--- src/rtl/alu_rr_scheduler.sv ---
// alu_rr_scheduler: shares one combinational ALU between two requesters.
// Round-robin arbitration picks one request in IDLE, the operands and control
// are registered towards the ALU, the result is captured one cycle later and
// presented on the granted channel's response port until it is consumed.
// Illegal opcodes (> MAX_OP) leave the ALU inputs untouched and return data 0
// with the error flag set, with the same latency as legal ops.
//
// Ports:
//   clk, rst                         clock, synchronous active-high reset
//   req{0,1}_valid/ready/op/a/b      request handshake and payload (ready is comb)
//   rsp{0,1}_valid/ready/data/err    response handshake, result and error flag
//   alu_control, alu_in_data1/2      registered ALU control and operands
//   alu_out_data                     ALU result (combinational from alu_*)
//   busy                             high whenever the scheduler is not IDLE
module alu_rr_scheduler #(
   parameter int unsigned WIDTH  = 4,
   parameter int unsigned MAX_OP = 4
) (
   input  logic               clk,
   input  logic               rst,
   input  logic               req0_valid,
   output logic               req0_ready,
   input  logic [2:0]         req0_op,
   input  logic [WIDTH-1:0]   req0_a,
   input  logic [WIDTH-1:0]   req0_b,
   input  logic               req1_valid,
   output logic               req1_ready,
   input  logic [2:0]         req1_op,
   input  logic [WIDTH-1:0]   req1_a,
   input  logic [WIDTH-1:0]   req1_b,
   output logic               rsp0_valid,
   input  logic               rsp0_ready,
   output logic [2*WIDTH-1:0] rsp0_data,
   output logic               rsp0_err,
   output logic               rsp1_valid,
   input  logic               rsp1_ready,
   output logic [2*WIDTH-1:0] rsp1_data,
   output logic               rsp1_err,
   output logic [2:0]         alu_control,
   output logic [WIDTH-1:0]   alu_in_data1,
   output logic [WIDTH-1:0]   alu_in_data2,
   input  logic [2*WIDTH-1:0] alu_out_data,
   output logic               busy
);

   localparam int unsigned RW = 2 * WIDTH;

   typedef enum logic [1:0] {IDLE = 2'd0, EXEC = 2'd1, RESP = 2'd2} state_t;

   state_t            state, state_nx;
   logic              last_grant;
   logic              ch;
   logic              err;

   logic              any_valid;
   logic              sel;
   logic              hs;
   logic [2:0]        hs_op;
   logic [WIDTH-1:0]  hs_a;
   logic [WIDTH-1:0]  hs_b;
   logic              hs_err;
   logic              rel;

   logic              do_load;
   logic              do_load_alu;
   logic              do_capture;
   logic              do_release;
   logic [RW-1:0]     result;

   // Arbitration: on a tie the channel that did not win last time goes next.
   assign any_valid  = req0_valid | req1_valid;
   assign sel        = (req0_valid & req1_valid) ? ~last_grant : req1_valid;
   assign req0_ready = (state == IDLE) & any_valid & ~sel;
   assign req1_ready = (state == IDLE) & any_valid & sel;
   assign hs         = req0_ready | req1_ready;

   assign hs_op  = sel ? req1_op : req0_op;
   assign hs_a   = sel ? req1_a  : req0_a;
   assign hs_b   = sel ? req1_b  : req0_b;
   assign hs_err = 32'(hs_op) > MAX_OP;

   assign rel    = (state == RESP) & (ch ? rsp1_ready : rsp0_ready);
   assign result = err ? RW'(0) : alu_out_data;
   assign busy   = (state != IDLE);

   // State register.
   always_ff @(posedge clk) begin
      if (rst) state <= IDLE;
      else     state <= state_nx;
   end

   // Next-state logic.
   always_comb begin
      state_nx = state;
      case (state)
         IDLE:    if (hs)  state_nx = EXEC;
         EXEC:             state_nx = RESP;
         RESP:    if (rel) state_nx = IDLE;
         default:          state_nx = IDLE;
      endcase
   end

   // Datapath enables derived from the current state.
   always_comb begin
      do_load     = 1'b0;
      do_load_alu = 1'b0;
      do_capture  = 1'b0;
      do_release  = 1'b0;
      case (state)
         IDLE: begin
            do_load     = hs;
            do_load_alu = hs & ~hs_err;
         end
         EXEC:    do_capture = 1'b1;
         RESP:    do_release = rel;
         default: ;
      endcase
   end

   // Registered datapath: grant bookkeeping, ALU inputs and response ports.
   always_ff @(posedge clk) begin
      if (rst) begin
         last_grant   <= 1'b1;
         ch           <= 1'b0;
         err          <= 1'b0;
         alu_control  <= 3'd0;
         alu_in_data1 <= WIDTH'(0);
         alu_in_data2 <= WIDTH'(0);
         rsp0_valid   <= 1'b0;
         rsp0_data    <= RW'(0);
         rsp0_err     <= 1'b0;
         rsp1_valid   <= 1'b0;
         rsp1_data    <= RW'(0);
         rsp1_err     <= 1'b0;
      end else begin
         if (do_load) begin
            ch         <= sel;
            last_grant <= sel;
            err        <= hs_err;
         end
         if (do_load_alu) begin
            alu_control  <= hs_op;
            alu_in_data1 <= hs_a;
            alu_in_data2 <= hs_b;
         end
         if (do_capture) begin
            if (ch) begin
               rsp1_valid <= 1'b1;
               rsp1_data  <= result;
               rsp1_err   <= err;
            end else begin
               rsp0_valid <= 1'b1;
               rsp0_data  <= result;
               rsp0_err   <= err;
            end
         end
         // Data and error flag keep their last values after valid drops.
         if (do_release) begin
            if (ch) rsp1_valid <= 1'b0;
            else    rsp0_valid <= 1'b0;
         end
      end
   end

endmodule

--- config.mk ---
export PLATFORM = sky130hd
export DESIGN_NAME = alu_rr_scheduler
export DESIGN_NICKNAME = d
export VERILOG_FILES = /design/src/rtl/alu_rr_scheduler.sv
export SDC_FILE = /design/constraint.sdc
export NUM_CORES = 1
export LEC_CHECK = 0
export ABC_CLOCK_PERIOD_IN_PS = 1700
export CAP_MARGIN = 20
export CORE_AREA = 3 3 66 68
export DETAILED_ROUTE_END_ITERATION = 7
export DIE_AREA = 0 0 69 71
export MAX_ROUTING_LAYER = met4
export PLACE_DENSITY = 0.83
export SYNTH_ARGS = -nofsm -noshare
export SYNTH_HDL_FRONTEND = slang
export SYNTH_SLANG_ARGS = --single-unit
--- constraint.sdc ---
create_clock -name clk -period 1.7 [get_ports clk]
set_input_delay 0.255 -clock clk [delete_from_list [all_inputs] [get_ports clk]]
set_output_delay 0.255 -clock clk [all_outputs]
set_load 0.01 [all_outputs]
==> metrics.log <==
INFO  metric timing.max_cap.violations = 0
INFO  metric io_buffer_count = approximately 70
INFO  metric critical_path.endpoint_type = flop
INFO  metric die-area = 4900 µm²
INFO  metric timing.final.max_slew_violations = 0
INFO  metric async_reset_ff_frac = 0
INFO  metric fp-row-count = 23
INFO  metric number_of_flops_mapped_to_enable_cells_by_yosys = 0
INFO  metric synth_top_area_frac = 0.459
INFO  metric power.density = 867 nW/µm²
INFO  metric post-synth-top-area-cell = sky130_fd_sc_hd__dfxtp_1
INFO  metric finalHoldViolCount = 0
INFO  metric vias_after_detailed_routing = 1,515
INFO  metric grt_antenna_before_repair = 0
INFO  metric die_h = 71 µm
INFO  metric path_clk_slew = 0.06 ns
INFO  metric leakagePower = 0.902 nW
INFO  metric final_period_minus_worst_setup_slack = around 1.6 ns
INFO  metric largest_vdd_supply_drop = 0.434 mV
INFO  metric post-synth-top-count-cell = sky130_fd_sc_hd__nand2_1
INFO  metric setup_skew_after_layout = 0.0111 ns
INFO  metric cts_inserted_buffers = 5
INFO  metric timing.critical_path.cells = clkdlybuf4s50_1 > a21boi_4 > buf_4 > mux2_4 > buf_12 > a21oi_1 > a211oi_2
INFO  metric slowest_cell_on_crit_path = sky130_fd_sc_hd__clkdlybuf4s50_1
INFO  metric clkSinkCount = 36
INFO  metric clk-insertion-delay-late = around 0.28 ns
INFO  metric setup-tns-final = 0 ns
INFO  metric n_antenna_cell = 0
INFO  metric fillCellCount = 369
INFO  metric critPathMaxFanout = 10
INFO  metric effective_utilization_at_floorplan = 0.402
INFO  metric synth_warnings = 0
INFO  metric areaGrowthSynthToFinish = 56.4%
INFO  metric hold_slack = 0.452 ns
INFO  metric critPathMaxStageDelay = 0.47 ns
INFO  metric worstSetupStartpointType = input port
INFO  metric share_of_the_core_filled_with_cells = 0.628
INFO  metric run_status = finished, final reports clean
INFO  metric detail_route.first_pass.iterations = 4
INFO  metric grt_start_max_net_pins = 19
INFO  metric netlist_top_cells_count = 43 x sky130_fd_sc_hd__nand2_1, 36 x sky130_fd_sc_hd__dfxtp_1, 33 x sky130_fd_sc_hd__a21oi_1
INFO  metric global_route.usage.total = 0.175
INFO  metric place.detailed.hpwl = 2990 µm
INFO  metric vias_in_the_first_global_route = roughly 1,500
INFO  metric timing.critical_path.arrival = 1.77 ns
INFO  metric clockRootBuffer = sky130_fd_sc_hd__clkbuf_8
INFO  metric worstPathRequired = 1.86 ns
INFO  metric antenna_left = 0
INFO  metric finalNetCount = 292
INFO  metric synth.lib_cells_used.distinct = 25
INFO  metric gp_congestion = 0.796
INFO  metric dpl_cell_area = between 2000 and 2500 µm²
INFO  metric gr-total-overflow = 0
INFO  metric ys_seq_elements = 36
INFO  metric cts-htree-levels = 2
INFO  metric fp.coreArea = 3910 µm²
INFO  metric wire_per_inst = between 10 and 15 µm
INFO  metric ys.flop_type = sky130_fd_sc_hd__dfxtp_1
INFO  metric post_synth_main_area_contributors = sky130_fd_sc_hd__dfxtp_1 46%, sky130_fd_sc_hd__a21oi_1 11%, sky130_fd_sc_hd__nand2_1 10%, sky130_fd_sc_hd__a211oi_2 8.0%, sky130_fd_sc_hd__mux2i_1 7.0%
INFO  metric top_level_ports = 70
INFO  metric fmaxAchievable = 618 MHz
INFO  metric drt-total-wl = 4010 µm
INFO  metric grt_pass1_wl = 6830 µm
INFO  metric cts_tree = yes
INFO  metric die_width = 69 µm
INFO  metric synth_area_per_cell = 8.83 µm²
INFO  metric drc_errors = 0
INFO  metric period_share = 0.951
INFO  metric sequential_cell_area_fraction_in_the_yosys_report = 0.459
INFO  metric vias_per_cell = 4.93
INFO  metric holdCritPathClass = reg2reg
INFO  metric synth.cell_area = ~1600 µm²
INFO  metric slew_headroom = 0.750
INFO  metric synthesis.instances = 178
INFO  metric rsz_0062_raised_after_global_routing = no
INFO  metric drive_gt1_frac = 0.148
INFO  metric setup_violations = 0
INFO  metric critical_path_class = in2reg
INFO  metric post_route_cell_area = 2460 µm²
INFO  metric postSynthNetCount = 214
INFO  metric cts.path.max_buffers = 2
INFO  metric timing_worst_slew_pin_value = 0.374 ns
INFO  metric first_iter_violations = 76
-- where the power goes --
part           leakage, nW  total (mW)  internal, mW  switching [mW]
registers            0.294       0.953         0.908          0.0446
clock network       0.0445       0.625         0.329           0.296
logic                0.563       0.554         0.308           0.246
-- flip-flops by register name, summed over array words and instances (netlist names), named ones only --
signal,count
alu_control,3
alu_in_data1,4
alu_in_data2,4
ch,1
err,1
last_grant,1
rsp0_data,8
rsp0_err,1
rsp1_data,8
rsp1_err,1
state,2
-- placed cells by master, fill, tap and decap left out, types with 2 or more instances in the layout --
cell type                         Yosys  routed
sky130_fd_sc_hd__inv_1                2       2
sky130_fd_sc_hd__nand2_1             43      43
sky130_fd_sc_hd__o21ai_0              4       4
sky130_fd_sc_hd__clkdlybuf4s50_1      0      66
sky130_fd_sc_hd__a21oi_1             33      33
sky130_fd_sc_hd__buf_4                1      12
sky130_fd_sc_hd__nor2_1               5       5
sky130_fd_sc_hd__and2_1               2       2
sky130_fd_sc_hd__mux2i_1             11      11
sky130_fd_sc_hd__nor2b_1              9       9
sky130_fd_sc_hd__a211oi_2            10      10
sky130_fd_sc_hd__clkbuf_8             0       6
sky130_fd_sc_hd__dfxtp_1             36      36
sky130_fd_sc_hd__a211oi_1             2       2
-- path summary, 6_finish.rpt --
check / from / end / slack (ns) / cells past startpoint
setup / recovery: req1_valid / alu_in_data2[0]$_SDFFE_PP0P_ / 0.08 / 7
hold / removal: rsp0_data[1]$_SDFFE_PP0P_ / rsp0_data[1]$_SDFFE_PP0P_ / 0.45 / 2
setup reg to reg: last_grant$_SDFFE_PP1P_ / alu_in_data2[0]$_SDFFE_PP0P_ / 0.23 / 6
hold reg to reg: rsp0_data[1]$_SDFFE_PP0P_ / rsp0_data[1]$_SDFFE_PP0P_ / 0.45 / 2
-- cells by family after synthesis --
group                  count (synthesis)  synth area share
buffers and inverters                 13            0.0422
DFF                                   36             0.459
and+or+nand+nor                       65             0.192
muxes                                 12            0.0796
AOI/OAI and AO/OA                     52             0.228
-- stage by stage --
stage	power [mW]	worst slack [ns]	std cells
final	2.13	0.0829	307
after global placement	1.52	-0.255	298
after detailed placement	1.53	-0.264	298
after floorplan	1.25	0.283	178
after global routing	2.24	0.00990	307
after CTS	2.15	0.0538	306
-- metal layers --
| metal | up-vias | global-route usage | share of wire |
|---|---|---|---|
| met5 | - | - | 0 |
| met4 | 0 | 0.0586 | 0.0097 |
| met3 | 4 | 0.0540 | 0.065 |
| met2 | 47 | 0.284 | 0.49 |
| met1 | 705 | 0.207 | 0.43 |
| li1 | 759 | - | - |
-- critical path: cells and delay by family --
family,cells,cell delay [ns]
buffers and inverters,3,0.76
AOI/OAI and AO/OA,3,0.44
muxes,1,0.32
-- final cells by class --
cell class                 count  area, µm²  share of cell area
timing repair buffer          82        790               0.321
clock inverter                 1       7.51             0.00305
multi-input combinational    129        785               0.319
inverter                       2       7.51             0.00305
sequential                    36        721               0.293
tap                           50       62.6              0.0254
clock buffer                   7       86.3              0.0351
-- timing repair --
item                                    4_1_cts  5_1_grt
buffers inserted                              0        1
hold buffers                                  0        0
gates resized for setup                       6        2
endpoints found under the setup margin        2        1
pin swaps                                     0        0
Power figures use the tool's default switching activity.
==> variant: new RTL, same flow settings <==
Encoding of `state_t`: now one-hot (3 bits for 3 states).
--- a/src/rtl/alu_rr_scheduler.sv
+++ b/src/rtl/alu_rr_scheduler.sv
@@ -46,5 +46,5 @@
    localparam int unsigned RW = 2 * WIDTH;
 
-   typedef enum logic [1:0] {IDLE = 2'd0, EXEC = 2'd1, RESP = 2'd2} state_t;
+   typedef enum logic [2:0] {IDLE = 3'b001, EXEC = 3'b010, RESP = 3'b100} state_t;
 
    state_t            state, state_nx;
Check against the original RTL: no difference found for any inputs over 10 cycles, from zero or initial values and one cycle with rst high; not proved beyond that.
==> variant against the original RTL <==
Area after synthesis up 3.7%; register-to-register slack got worse by 0.03 ns; worst setup slack improved by 0.035 ns; first-iteration DRC count rose by 26%; sequential cell count increased by 1; routed wire length grew 2.3%; global-route usage increased by 0.62 points; cell area rose by 6.6%; clock power rose by 27%; power up 10%.
==> variant: results (changes against the original RTL) <==
Avg Synthesized Cell Area -> 9.01 um^2 (was 8.83 um^2)
register area share after synthesis -> 45.4% (was 45.9%)
Synth Area in Compound Gates -> 22.6% (was 22.8%)
antenna violations before repair -> 0 (unchanged)
via count -> 1569 (was 1515)
Critical Path Max Stage Delay -> 0.33 ns (was 0.47 ns)
critical path fanouts, max -> 2 (was 10)
Leakage -> 0.965 nW (was 0.902 nW)
clk slew on worst S/H paths -> 0.07 ns
placed cell count -> 307 (was 298)
clock skew -> 0.00744 ns (was 0.0111 ns)
cts repair resizes -> 4 (was 6)
top sig layer -> met4 (unchanged)
Synth Area in Adders -> 0% (unchanged)
run status -> complete, no violations (unchanged)
critical path's top delay family -> buffers and inverters (unchanged)
power per cell area -> 896 mW/mm^2 (was 867 mW/mm^2)
# Post-CTS Setup Buffers -> 3 (was 0)
most frequent cells after synthesis -> nand2_1 (38), dfxtp_1 (37), a21oi_1 (30), mux2i_1 (11), a211oi_2 (10) (was nand2_1 (43), dfxtp_1 (36), a21oi_1 (33), mux2i_1 (11), a211oi_2 (10))
syn nets -> 217 (was 214)
# diodes -> 0 (unchanged)
routability cong. -> 0.776 (was 0.796)
Peak VDD IR -> 0.000492 V (was 0.000434 V)
clk_lat worst skew -> 0.29 ns
met1 wire length -> 1960 um (was 1740 um)
post-DR vias/cell -> 4.92 (was 4.93)
worst hold path class -> flip-flop to flip-flop (unchanged)
first-pass GRT wire length -> 7010 um (was 6830 um)
vias in the first global route -> 1535 (was 1517)
DP HPWL -> 3020 um (was 2990 um)
cell at the slowest stage of the critical path -> dfxtp_1 (was clkdlybuf4s50_1)
Final nets -> 304 (was 292)
clk buf depth -> 2 (unchanged)
routed wl met3 -> 232 um (was 259 um)
share of cells above drive strength 1 -> 18.2% (was 14.8%)
Pre-Repair DR Iteration Count -> 4 (unchanged)
gr usage total -> 18.1% (was 17.5%)
IO buf count -> 69 (unchanged)
synth unique cells -> 29 (was 25)
Max H-tree Level -> 2 (unchanged)
main flop type after synthesis -> dfxtp_1 (unchanged)
Num CTS Buffers -> 5 (unchanged)
worst-margin pin slew -> 0.380 ns (was 0.374 ns)
mux share of post-synthesis cell area -> 7.67% (was 7.96%)
XOR/XNOR Fraction of Synth Area -> 0% (unchanged)
Initial DRC Count -> 96 (was 76)
WL/cell -> 12.8 um (was 13.0 um)
Area contributors post-synth -> dfxtp_1 (45%), a21oi_1 (9.2%), nand2_1 (8.7%) (was dfxtp_1 (46%), a21oi_1 (11%), nand2_1 (10%))
largest net degree at the start of global routing -> 31 (was 19)
met2 wire length -> 1860 um (was 1960 um)
Arr. time, crit path -> 1.33 ns (was 1.77 ns)
-- variant: path summary, 6_finish.rpt --
check                                 to                      start  slack [ns]  cells after the start
max                                 busy      state[2]$_SDFFE_PP0P_        0.12                      5
min            rsp1_data[6]$_SDFFE_PP0P_  rsp1_data[6]$_SDFFE_PP0P_        0.46                      2
min reg2reg    rsp1_data[6]$_SDFFE_PP0P_  rsp1_data[6]$_SDFFE_PP0P_        0.46                      2
max reg2reg  alu_control[2]$_SDFFE_PP0P_      state[2]$_SDFFE_PP0P_        0.20                      7
-- variant: kinds of logic after synthesis --
family	Yosys count
mux	12
buf+inv	14
compound gates	52
flops	37
simple gates	66
-- variant: routing by layer --
layer  up-vias  GRT usage (%)
met5         -              -
met4         0           5.21
met3         5           5.26
met2        59           28.5
met1       706           22.7
li1        799              -
-- variant: power breakdown --
group          internal, mW  leakage, nW  switching [mW]
logic                 0.332        0.605           0.250
registers             0.926        0.302          0.0477
clock network         0.478       0.0585           0.314
-- variant: metrics by stage --
step                area [um^2]  TNS, ns  total power [mW]  setup slack, ns  hold slack [ns]
floorplan                  1630        0              1.27            0.320            0.370
global placement           2470    -2.56              1.54           -0.218            0.442
detailed placement         2470    -2.92              1.55           -0.244            0.446
CTS                        2600        0              2.35           0.0343            0.457
global route               2620        0              2.46           0.0146            0.475
finish                     2620        0              2.35            0.118            0.456
-- variant: area by class of cell --
| cell class | instances | area (um^2) |
|---|---|---|
| clock buffer | 7 | 86.3 |
| inverter | 3 | 11.3 |
| fill | 329 | 1290 |
| timing repair buffer | 90 | 852 |
| sequential | 37 | 741 |
| clock inverter | 1 | 30.0 |
| multi-input combinational | 131 | 837 |
| tap | 50 | 62.6 |
